## config.mk

```make
export PLATFORM = sky130hd
export DESIGN_NAME = load_scoreboard_flat
export DESIGN_NICKNAME = d
export VERILOG_FILES = /design/src/rtl/load_scoreboard_if.sv /design/src/rtl/load_scoreboard.sv /design/src/flat_wrapper.sv
export SDC_FILE = /design/constraint.sdc
export NUM_CORES = 1
export LEC_CHECK = 0
export CORE_UTILIZATION = 58
export DETAILED_ROUTE_END_ITERATION = 12
export PLACE_DENSITY = 0.86
export SLEW_MARGIN = 40
export SYNTH_ARGS = -nofsm -noshare
export SYNTH_HDL_FRONTEND = slang
export SYNTH_SLANG_ARGS = --single-unit
```

## constraint.sdc

```tcl
create_clock -name clk -period 6.87 [get_ports clk]
set_clock_uncertainty 0.2 [all_clocks]
set_input_delay 1.374 -clock clk [delete_from_list [all_inputs] [get_ports clk]]
set_output_delay 1.374 -clock clk [all_outputs]
set_load 0.1 [all_outputs]
```

## src/rtl/load_scoreboard_if.sv

```systemverilog
// ---------------------------------------------------------------------------------------------
// load_scoreboard_if
//   Bundles the decode-side request signals and the scoreboard's control/status outputs.
//   Signal directions are named from the scoreboard's point of view (i_ into it, o_ out of it).
//
//   Optional feature macro: SB_PERF_CNT_EN adds the three stall-cause performance counters.
//
//   Modports
//     slave  : the scoreboard (consumes i_*, drives o_*)
//     master : decode / test driver (drives i_*, consumes o_*)
//
//   Signals
//     i_flush, i_is_load, i_is_writeback, i_uses_rs1, i_uses_rs2 : decode qualifiers
//     i_rs1, i_rs2, i_rd                                         : decode register indices
//     i_ld_valid                                                 : oldest load returns data
//     o_ld_rd, o_wb_sel_ld, o_reg_we                             : shared write-port control
//     o_fetch_stall, o_ld_en, o_st_en                            : pipeline control
//     o_pending_cnt, o_sb_full, o_sb_empty, o_sb_err             : FIFO status
//     o_perf_haz_stalls, o_perf_cap_stalls, o_perf_port_stalls   : SB_PERF_CNT_EN only
// ---------------------------------------------------------------------------------------------
interface load_scoreboard_if #(
    parameter int unsigned DEPTH      = 4,
    parameter int unsigned REG_ADDR_W = 5,
    parameter int unsigned CNT_W      = 32
);
    localparam int unsigned PendW = $clog2(DEPTH + 1);

    logic                  i_flush;
    logic                  i_is_load;
    logic                  i_is_writeback;
    logic                  i_uses_rs1;
    logic                  i_uses_rs2;
    logic [REG_ADDR_W-1:0] i_rs1;
    logic [REG_ADDR_W-1:0] i_rs2;
    logic [REG_ADDR_W-1:0] i_rd;
    logic                  i_ld_valid;

    logic [REG_ADDR_W-1:0] o_ld_rd;
    logic                  o_wb_sel_ld;
    logic                  o_reg_we;
    logic                  o_fetch_stall;
    logic                  o_ld_en;
    logic                  o_st_en;
    logic [PendW-1:0]      o_pending_cnt;
    logic                  o_sb_full;
    logic                  o_sb_empty;
    logic                  o_sb_err;
`ifdef SB_PERF_CNT_EN
    logic [CNT_W-1:0]      o_perf_haz_stalls;
    logic [CNT_W-1:0]      o_perf_cap_stalls;
    logic [CNT_W-1:0]      o_perf_port_stalls;
`endif

    modport slave (
        input  i_flush, i_is_load, i_is_writeback, i_uses_rs1, i_uses_rs2,
        input  i_rs1, i_rs2, i_rd, i_ld_valid,
        output o_ld_rd, o_wb_sel_ld, o_reg_we, o_fetch_stall, o_ld_en, o_st_en,
        output o_pending_cnt, o_sb_full, o_sb_empty, o_sb_err
`ifdef SB_PERF_CNT_EN
        ,
        output o_perf_haz_stalls, o_perf_cap_stalls, o_perf_port_stalls
`endif
    );

    modport master (
        output i_flush, i_is_load, i_is_writeback, i_uses_rs1, i_uses_rs2,
        output i_rs1, i_rs2, i_rd, i_ld_valid,
        input  o_ld_rd, o_wb_sel_ld, o_reg_we, o_fetch_stall, o_ld_en, o_st_en,
        input  o_pending_cnt, o_sb_full, o_sb_empty, o_sb_err
`ifdef SB_PERF_CNT_EN
        ,
        input  o_perf_haz_stalls, o_perf_cap_stalls, o_perf_port_stalls
`endif
    );

endinterface

```

## src/rtl/load_scoreboard.sv

```systemverilog
// ---------------------------------------------------------------------------------------------
// load_scoreboard
//   Hazard/control unit between decode and the regfile/LSU. Tracks up to DEPTH outstanding
//   loads (returned in order) in a tag FIFO and produces fetch stall, load/store issue enables
//   and write-port control (load return vs. ALU writeback).
//
//   Optional feature macro: SB_PERF_CNT_EN adds saturating stall-cause counters.
//
//   Ports
//     clk    : clock, rising edge
//     rst_n  : asynchronous active-low reset
//     sb_if  : load_scoreboard_if.slave (decode inputs, control/status outputs)
// ---------------------------------------------------------------------------------------------
module load_scoreboard #(
    parameter int unsigned DEPTH      = 4,
    parameter int unsigned REG_ADDR_W = 5,
    parameter int unsigned CNT_W      = 32
) (
    input  logic                    clk,
    input  logic                    rst_n,
    load_scoreboard_if.slave        sb_if
);
    localparam int unsigned PtrW  = (DEPTH > 1) ? $clog2(DEPTH) : 1;
    localparam int unsigned PendW = $clog2(DEPTH + 1);
    localparam logic [PtrW-1:0]  LastPtr  = PtrW'(DEPTH - 1);
    localparam logic [PendW-1:0] FullCnt  = PendW'(DEPTH);

    if (DEPTH < 1 || CNT_W < 1) begin : g_bad_param
        $error("load_scoreboard: DEPTH and CNT_W must be >= 1");
    end

    logic [REG_ADDR_W-1:0] r_tags [DEPTH];
    logic [DEPTH-1:0]      r_valid;
    logic [PtrW-1:0]       r_head;
    logic [PtrW-1:0]       r_tail;
    logic [PendW-1:0]      r_count;
    logic                  r_err;

    logic w_empty, w_full, w_pop, w_push;
    logic w_match_rs1, w_match_rs2, w_match_rd;
    logic w_raw_haz, w_waw_haz, w_data_haz, w_cap_blk, w_port_blk;
    logic w_stall, w_ld_en;

    assign w_empty = (r_count == '0);
    assign w_full  = (r_count == FullCnt);
    assign w_pop   = sb_if.i_ld_valid & ~w_empty;

    // The head entry still counts as valid in the cycle it pops: there is no load-data bypass.
    always_comb begin
        w_match_rs1 = 1'b0;
        w_match_rs2 = 1'b0;
        w_match_rd  = 1'b0;
        for (int i = 0; i < int'(DEPTH); i++) begin
            if (r_valid[i] && r_tags[i] == sb_if.i_rs1) w_match_rs1 = 1'b1;
            if (r_valid[i] && r_tags[i] == sb_if.i_rs2) w_match_rs2 = 1'b1;
            if (r_valid[i] && r_tags[i] == sb_if.i_rd)  w_match_rd  = 1'b1;
        end
        // x0 never carries a dependency.
        if (sb_if.i_rs1 == '0) w_match_rs1 = 1'b0;
        if (sb_if.i_rs2 == '0) w_match_rs2 = 1'b0;
        if (sb_if.i_rd == '0)  w_match_rd  = 1'b0;
    end

    assign w_raw_haz  = (sb_if.i_uses_rs1 & w_match_rs1) | (sb_if.i_uses_rs2 & w_match_rs2);
    assign w_waw_haz  = sb_if.i_is_writeback & w_match_rd;
    assign w_data_haz = w_raw_haz | w_waw_haz;
    // A same-cycle pop frees a slot for the incoming load.
    assign w_cap_blk  = sb_if.i_is_load & w_full & ~w_pop;
    // A returning load owns the single write port; the ALU instruction retries.
    assign w_port_blk = w_pop & sb_if.i_is_writeback;
    assign w_stall    = ~sb_if.i_flush & (w_data_haz | w_cap_blk | w_port_blk);
    assign w_ld_en    = ~sb_if.i_flush & ~w_data_haz & ~w_cap_blk;
    // rd==0 loads are still tracked so returns stay in order.
    assign w_push     = sb_if.i_is_load & w_ld_en & ~w_stall;

    assign sb_if.o_fetch_stall = w_stall;
    assign sb_if.o_ld_en       = w_ld_en;
    assign sb_if.o_st_en       = ~sb_if.i_flush & ~w_data_haz;
    assign sb_if.o_wb_sel_ld   = w_pop;
    // Load returns write even under flush: they are older than the squashed instruction.
    assign sb_if.o_reg_we      = w_pop | (~sb_if.i_flush & sb_if.i_is_writeback & ~w_stall);
    assign sb_if.o_ld_rd       = r_tags[r_head];
    assign sb_if.o_pending_cnt = r_count;
    assign sb_if.o_sb_full     = w_full;
    assign sb_if.o_sb_empty    = w_empty;
    assign sb_if.o_sb_err      = r_err;

    always_ff @(posedge clk or negedge rst_n) begin
        if (!rst_n) begin
            for (int i = 0; i < int'(DEPTH); i++) r_tags[i] <= '0;
            r_valid <= '0;
            r_head  <= '0;
            r_tail  <= '0;
            r_count <= '0;
            r_err   <= 1'b0;
        end else begin
            if (sb_if.i_ld_valid && w_empty) r_err <= 1'b1;
            // Clear before set: when full with push & pop, head == tail and the new entry wins.
            if (w_pop) begin
                r_valid[r_head] <= 1'b0;
                r_head          <= (r_head == LastPtr) ? '0 : r_head + 1'b1;
            end
            if (w_push) begin
                r_tags[r_tail]  <= sb_if.i_rd;
                r_valid[r_tail] <= 1'b1;
                r_tail          <= (r_tail == LastPtr) ? '0 : r_tail + 1'b1;
            end
            if (w_push && !w_pop)      r_count <= r_count + 1'b1;
            else if (w_pop && !w_push) r_count <= r_count - 1'b1;
        end
    end

`ifdef SB_PERF_CNT_EN
    logic [CNT_W-1:0] r_perf_haz, r_perf_cap, r_perf_port;

    // Several causes can be counted in the same stalled cycle.
    always_ff @(posedge clk or negedge rst_n) begin
        if (!rst_n) begin
            r_perf_haz  <= '0;
            r_perf_cap  <= '0;
            r_perf_port <= '0;
        end else if (!sb_if.i_flush) begin
            if (w_data_haz && r_perf_haz != '1)  r_perf_haz  <= r_perf_haz + 1'b1;
            if (w_cap_blk && r_perf_cap != '1)   r_perf_cap  <= r_perf_cap + 1'b1;
            if (w_port_blk && r_perf_port != '1) r_perf_port <= r_perf_port + 1'b1;
        end
    end

    assign sb_if.o_perf_haz_stalls  = r_perf_haz;
    assign sb_if.o_perf_cap_stalls  = r_perf_cap;
    assign sb_if.o_perf_port_stalls = r_perf_port;
`endif

endmodule

```

## src/flat_wrapper.sv

```systemverilog
// flat-port wrapper written by rule: the top's interface ports become plain ports
module load_scoreboard_flat 
#(
    parameter int unsigned DEPTH      = 4,
    parameter int unsigned REG_ADDR_W = 5,
    parameter int unsigned CNT_W      = 32
)
  (clk, rst_n, sb_if_i_flush, sb_if_i_is_load, sb_if_i_is_writeback, sb_if_i_uses_rs1, sb_if_i_uses_rs2, sb_if_i_rs1, sb_if_i_rs2, sb_if_i_rd, sb_if_i_ld_valid, sb_if_o_ld_rd, sb_if_o_wb_sel_ld, sb_if_o_reg_we, sb_if_o_fetch_stall, sb_if_o_ld_en, sb_if_o_st_en, sb_if_o_pending_cnt, sb_if_o_sb_full, sb_if_o_sb_empty, sb_if_o_sb_err);
  load_scoreboard_if #(.DEPTH(DEPTH), .REG_ADDR_W(REG_ADDR_W), .CNT_W(CNT_W)) sb_if_i ();
  input  logic clk;
  input  logic rst_n;
  input wire logic [$bits(sb_if_i.i_flush)-1:0] sb_if_i_flush;
  input wire logic [$bits(sb_if_i.i_is_load)-1:0] sb_if_i_is_load;
  input wire logic [$bits(sb_if_i.i_is_writeback)-1:0] sb_if_i_is_writeback;
  input wire logic [$bits(sb_if_i.i_uses_rs1)-1:0] sb_if_i_uses_rs1;
  input wire logic [$bits(sb_if_i.i_uses_rs2)-1:0] sb_if_i_uses_rs2;
  input wire logic [$bits(sb_if_i.i_rs1)-1:0] sb_if_i_rs1;
  input wire logic [$bits(sb_if_i.i_rs2)-1:0] sb_if_i_rs2;
  input wire logic [$bits(sb_if_i.i_rd)-1:0] sb_if_i_rd;
  input wire logic [$bits(sb_if_i.i_ld_valid)-1:0] sb_if_i_ld_valid;
  output wire logic [$bits(sb_if_i.o_ld_rd)-1:0] sb_if_o_ld_rd;
  output wire logic [$bits(sb_if_i.o_wb_sel_ld)-1:0] sb_if_o_wb_sel_ld;
  output wire logic [$bits(sb_if_i.o_reg_we)-1:0] sb_if_o_reg_we;
  output wire logic [$bits(sb_if_i.o_fetch_stall)-1:0] sb_if_o_fetch_stall;
  output wire logic [$bits(sb_if_i.o_ld_en)-1:0] sb_if_o_ld_en;
  output wire logic [$bits(sb_if_i.o_st_en)-1:0] sb_if_o_st_en;
  output wire logic [$bits(sb_if_i.o_pending_cnt)-1:0] sb_if_o_pending_cnt;
  output wire logic [$bits(sb_if_i.o_sb_full)-1:0] sb_if_o_sb_full;
  output wire logic [$bits(sb_if_i.o_sb_empty)-1:0] sb_if_o_sb_empty;
  output wire logic [$bits(sb_if_i.o_sb_err)-1:0] sb_if_o_sb_err;
  assign sb_if_i.i_flush = sb_if_i_flush;
  assign sb_if_i.i_is_load = sb_if_i_is_load;
  assign sb_if_i.i_is_writeback = sb_if_i_is_writeback;
  assign sb_if_i.i_uses_rs1 = sb_if_i_uses_rs1;
  assign sb_if_i.i_uses_rs2 = sb_if_i_uses_rs2;
  assign sb_if_i.i_rs1 = sb_if_i_rs1;
  assign sb_if_i.i_rs2 = sb_if_i_rs2;
  assign sb_if_i.i_rd = sb_if_i_rd;
  assign sb_if_i.i_ld_valid = sb_if_i_ld_valid;
  assign sb_if_o_ld_rd = sb_if_i.o_ld_rd;
  assign sb_if_o_wb_sel_ld = sb_if_i.o_wb_sel_ld;
  assign sb_if_o_reg_we = sb_if_i.o_reg_we;
  assign sb_if_o_fetch_stall = sb_if_i.o_fetch_stall;
  assign sb_if_o_ld_en = sb_if_i.o_ld_en;
  assign sb_if_o_st_en = sb_if_i.o_st_en;
  assign sb_if_o_pending_cnt = sb_if_i.o_pending_cnt;
  assign sb_if_o_sb_full = sb_if_i.o_sb_full;
  assign sb_if_o_sb_empty = sb_if_i.o_sb_empty;
  assign sb_if_o_sb_err = sb_if_i.o_sb_err;
  load_scoreboard #(.DEPTH(DEPTH), .REG_ADDR_W(REG_ADDR_W), .CNT_W(CNT_W)) u_core (.clk(clk), .rst_n(rst_n), .sb_if(sb_if_i));
endmodule
```

; ---- Yosys cells after proc, flatten, opt, wreduce, memory -nomap -nowiden
; Cells that the tools add are included.
; W data, S select, Z words.
[totals]
regBits = 32
output_inout_bits = 16
word_cells = 121
[classes]
addsub = 4
order_cmp = 7
eq_ne = 15
n_mux = 31
bitwise = 30
reduce_logical = 25
[op_table]
columns = op, n
row1 = $eq A5 B5 Y1, 12
row2 = $bwmux W20, 1
row3 = $logic_and A1 B1 Y1, 18
row4 = $mux W1, 17
row5 = $logic_not A5 Y1, 3
row6 = $mux W5, 3
row7 = $and A1 B1 Y1, 14
row8 = $bmux W5 S2, 1
row9 = $demux W5 S2, 1
row10 = $mux W4, 2
row11 = $ge A3 B3 Y1 const B, 2
row12 = $lt A2 B3 Y1 const B, 2
row13 = $mux W3, 2
row14 = $not A1 Y1, 6
row15 = $not A2 Y3, 2
row16 = $or A1 B1 Y1, 5
row17 = $add A2 B1 Y2 const B, 2
row18 = $and A4 B4 Y4, 1
row19 = $demux W1 S2, 2
row20 = $eq A2 B2 Y1 const B, 2
row21 = $ge A2 B1 Y1 const B, 2
row22 = $mux W2, 2
row23 = $not A4 Y4, 1
row24 = $or A4 B4 Y4, 1
row25 = 7 further kinds, 8

; ---- Depth between registers and ports, before layout
[depth]
depth_word = 19
ltp_mapped = 13
depth_no_buf = 12

; ---- Worst setup path before layout
; No wires, ideal clock.
[synth_timing]
path_kind = reg2out
start = register u_core.r_count[2], in the netlist u_core.sb_if.o_pending_cnt[2]
end = output sb_if_o_fetch_stall
arrival_time_ns = 5.302
t_required_ns = 5.296
path_slack_ns = -0.006
path_stages_with_launch = 5
cell_sequence = dfrtp_1 > nor3b_1 > and3b_1 > a21oi_1 > a21oi_1
[synth_between]
word_cells_on_any_way = 11
cone_classes = eq/ne: 1 / bitwise: 9 / reduce/logical: 1
[synth_rtl]
columns = item, line_no
row1 = from (decl), load_scoreboard.sv:36  ; logic [PendW-1:0] r_count;
row2 = from (signal assigned), load_scoreboard.sv:108  ; if (w_push && !w_pop) r_count <= r_count + 1'b1;
row3 = from (signal assigned), load_scoreboard.sv:109  ; else if (w_pop && !w_push) r_count <= r_count - 1'b1;
row4 = $eq A3 B3 Y1, load_scoreboard.sv:45  ; assign w_full = (r_count == FullCnt);
row5 = via sb_if_o_sb_full, flat_wrapper.sv:28  ; output wire logic [$bits(sb_if_i.o_sb_full)-1:0] sb_if_o_sb_full;
row6 = $and A1 B1 Y1 (2 in series), load_scoreboard.sv:68  ; assign w_cap_blk = sb_if.i_is_load & w_full & ~w_pop;
row7 = $or A1 B1 Y1 (2 in series), load_scoreboard.sv:71  ; assign w_stall = ~sb_if.i_flush & (w_data_haz | w_cap_blk | w_port_blk);
row8 = $and A1 B1 Y1, load_scoreboard.sv:71
row9 = to (decl), flat_wrapper.sv:24  ; output wire logic [$bits(sb_if_i.o_fetch_stall)-1:0] sb_if_o_fetch_stall;
; The timed path passes the listed nets, and every way through them passes these cells.

; ---- Final worst setup path
[layout_timing]
start = input sb_if_i_rd[1]
end = output sb_if_o_reg_we
[layout_between]
elab_chain_len = 15
word_cells_on_any_way = 22
cone_classes = eq/ne: 4 / mux: 5 / bitwise: 8 / reduce/logical: 5
[layout_rtl]
columns = item, line_no
row1 = from (decl), flat_wrapper.sv:19  ; input wire logic [$bits(sb_if_i.i_rd)-1:0] sb_if_i_rd;
row2 = $eq A5 B5 Y1, load_scoreboard.sv:56  ; if (r_valid[i] && r_tags[i] == sb_if.i_rd) w_match_rd = 1'b1;
row3 = $logic_and A1 B1 Y1, load_scoreboard.sv:56
row4 = $mux W1 (4 in series), load_scoreboard.sv:56
row5 = $mux W1 (*), load_scoreboard.sv:61  ; if (sb_if.i_rd == '0) w_match_rd = 1'b0;
row6 = $and A1 B1 Y1 (*), load_scoreboard.sv:65  ; assign w_waw_haz = sb_if.i_is_writeback & w_match_rd;
row7 = $or A1 B1 Y1 (*), load_scoreboard.sv:66  ; assign w_data_haz = w_raw_haz | w_waw_haz;
row8 = $or A1 B1 Y1 (*) (2 in series), load_scoreboard.sv:71
row9 = $and A1 B1 Y1 (*), load_scoreboard.sv:71
row10 = $not A1 Y1 (*), load_scoreboard.sv:81  ; assign sb_if.o_reg_we = w_pop | (~sb_if.i_flush & sb_if.i_is_writeback & ~w_stall);
row11 = $and A1 B1 Y1 (*), load_scoreboard.sv:81
row12 = $or A1 B1 Y1 (*), load_scoreboard.sv:81
row13 = to (decl), flat_wrapper.sv:23  ; output wire logic [$bits(sb_if_i.o_reg_we)-1:0] sb_if_o_reg_we;
; Every way passes the cells marked *; elsewhere a longest branch is shown, timed or not.

==> summary.md <==
| Metric | Value |
|---|---|
| Yosys warning total | `0` |
| Inserted Clock Buffers | `5` |
| RSZ-0062 raised after global routing | `no` |
| N_diodes | `0` |
| Core box area | `approximately 3800 um2` |
| Initial antenna violation count | `0` |
| Vias | `~1800` |
| Area delta synth->final | `16.1%` |
| Ports | `39` |
| Type of destination of the critical path | `primary output` |
| Vias in the first global route | `about 1800` |
| Area contributors post-synth | `dfrtp_1 (34%), xor2_1 (18%), mux2_2 (10%)` |
| Slew @ Worst Pin | `around 0.50 ns` |
| Commonest cells post-synth | `xor2_1 (50), dfrtp_1 (32), mux2_2 (21)` |
| DP Wirelength | `between 4000 and 5000 um` |
| First-pass GRT wire length | `~9100 um` |
| Post-synthesis cell type count | `32` |
| Setup crit start kind | `primary input` |
| Die Wd | `around 66 um` |
| Fin crit period | `about 5.4 ns` |
| Final GP Congestion | `slightly above 1` |
| Layout fillers | `between 200 and 300` |
| CTS root buffer | `clkbuf_8` |
| Vias per cell | `between 5 and 6` |
| # H-tree levels | `2` |
| Min-delay worst type | `register to register` |
| Crit path capture | `sb_if_o_reg_we` |
| Critical Path Fanout Max | `9` |
| Syn nets | `around 260` |
| Initial DRT Pass Iterations | `4` |
| Final Hold Fails | `0` |
| Status | `finished clean` |
| Final wirelength | `between 5000 and 6000 um` |
| Final setup viols | `0` |
| Clock transition at path regs | `0.06 ns` |
| DRC | `0` |
| Sequential cell area fraction in the yosys report | `0.338` |
| # resized after CTS | `0` |
| #FFs+latches synth | `32` |
| Syn Area/Cell | `~10 um2` |
| Final TNS setup | `0 ns` |
| EDFF count, synth | `0` |
| Initial Util | `0.624` |
| Slew Viols, Final | `0` |
| Die height | `between 60 and 70 um` |
| Reg2Reg Capture Point | `u_core.sb_if.o_pending_cnt[2]` |
| Largest net degree at the start of global routing | `33` |
| Worst skew pair latency | `around 0.29 ns` |
| Worst EP arrival | `3.83 ns` |
| Routed length per instance | `roughly 18 um` |
| Maximum clock insertion buffer count | `2` |
| Number of port buffers | `38` |
| Main synth FF type | `dfrtp_1` |
| Layout Nets | `between 200 and 300` |
| Final period utilization | `0.787` |
| Worst reg2reg setup slack | `3.73 ns` |
| Synth top area share | `0.338` |
| # hold bufs at CTS | `0` |
| Antenna Nets Post-Route | `0` |
| Overflow after GRT | `0` |
| Area leader, netlist | `dfrtp_1` |
| Max_slew headroom | `0.672` |
| GRT Resource Usage Total | `0.290` |
| Fmax | `185 MHz` |
| Share of layout cells above drive strength 1 | `0.215` |
| Number of max-cap violations | `0` |
| FF-to-FF path depth | `13` |
| Post-CTS setup repair buffer count | `0` |
| Syn Inst Count | `~230` |
| CTS tree | `built` |
| Clock tree sinks | `32` |
| Asr flop ratio synth | `1.00` |
| Drt initial violations | `approximately 130` |
| Reg-to-reg startpoint | `u_core.r_tags[1]` |
| Count leader, synth | `xor2_1` |
| Die area | `around 4300 um2` |
| Crit Path Category | `primary input to primary output` |
| CP startpoint | `sb_if_i_rd[1]` |
| Hold path cells | `1` |
| WP data required | `5.30 ns` |
| # rows | `22` |
| Netlist Area Pre-Place | `between 2000 and 2500 um2` |
-- cell type report --
| cell class | count | area, um2 | area share |
|---|---|---|---|
| Multi-Input combinational cell | 171 | 1470 | 0.533 |
| Tap cell | 48 | 60.1 | 0.0218 |
| Clock buffer | 6 | 72.6 | 0.0264 |
| Sequential cell | 32 | 801 | 0.291 |
| Inverter | 6 | 22.5 | 0.00818 |
| Clock inverter | 1 | 5.00 | 0.00182 |
| Timing Repair Buffer | 40 | 325 | 0.118 |
-- flip-flops by register name (all words and copies together), names as in the netlist --
register                    cells
u_core.r_valid                  4
u_core.sb_if.o_pending_cnt      3
u_core.sb_if.o_sb_err           1
u_core.r_tail                   2
u_core.r_tags                  20
u_core.r_head                   2
-- critical path: stages --
cell and delay (ns):
clkdlybuf4s50_1 0.58, or4_1 0.61, o21a_1 0.19, a222oi_1 0.30, buf_4 0.22, and2_1 0.15
a21o_1 0.11, buf_4 0.28
-- worst min-delay path by stage --
stage | start | endpoint | slack [ns]
finish | u_core.sb_if.o_sb_err | u_core.sb_if.o_sb_err | 0.27
global route | u_core.sb_if.o_sb_err | u_core.sb_if.o_sb_err | 0.28
CTS | u_core.sb_if.o_sb_err | u_core.sb_if.o_sb_err | 0.28
detailed placement | u_core.sb_if.o_sb_err | u_core.sb_if.o_sb_err | 0.26
global placement | u_core.sb_if.o_sb_err | u_core.sb_if.o_sb_err | 0.25
floorplan | u_core.r_valid[0] | u_core.r_valid[0] | 0.28
-- layout by cell type, fill, tap and decap left out, types with 2 or more instances in the layout --
| cell | netlist | layout |
|---|---|---|
| nor4_1 | 12 | 12 |
| xnor2_1 | 13 | 13 |
| nand3_2 | 4 | 4 |
| inv_1 | 6 | 6 |
| o21ai_0 | 2 | 2 |
| nand3_1 | 12 | 12 |
| buf_2 | 5 | 12 |
| o21a_1 | 3 | 3 |
| nand2_1 | 14 | 14 |
| clkdlybuf4s50_1 | 0 | 22 |
| or4_1 | 3 | 3 |
| ha_1 | 9 | 9 |
| mux2_1 | 2 | 2 |
| and2_1 | 2 | 2 |
| a21oi_1 | 2 | 2 |
| nor2_1 | 3 | 3 |
| buf_4 | 0 | 6 |
| dfrtp_1 | 32 | 32 |
| a21o_1 | 2 | 2 |
| mux2_2 | 21 | 21 |
| mux4_2 | 5 | 5 |
| xor2_1 | 50 | 50 |
| clkbuf_8 | 0 | 5 |
| nand4_1 | 3 | 3 |
-- routing by layer --
layer,vias to the layer above,track usage,part of all wire
li1,838,-,-
met1,876,0.386,0.45
met2,61,0.453,0.47
met3,12,0.0638,0.059
met4,0,0.130,0.021
met5,-,0,0
-- stage by stage --
step / instance area [um2] / utilization / setup slack [ns] / cells / hold WS, ns
5_1_grt: 2750 / 0.725 / 1.34 / 304 / 0.285
2_1_floorplan: 2380 / - / 0.318 / 226 / 0.285
6_report: 2750 / 0.725 / 1.46 / 304 / 0.269
3_5_place_dp: 2680 / 0.705 / 1.49 / 297 / 0.263
3_3_place_gp: 2740 / 0.720 / 1.52 / 297 / 0.251
4_1_cts: 2750 / 0.725 / 1.48 / 304 / 0.276
-- kinds of logic (layout without fill, tap and decap cells) --
family,count (synthesis),in the layout,share of synthesized area
buf+inv,23,53,0.0454
fa+ha+maj,10,10,0.0559
compound gates,10,10,0.0285
mux,28,28,0.157
xor+xnor,63,63,0.233
simple gates,60,60,0.143
flops,32,32,0.338
Power is not shown: default switching activity piles up to over one toggle a cycle in this logic, so the estimate is an artifact.
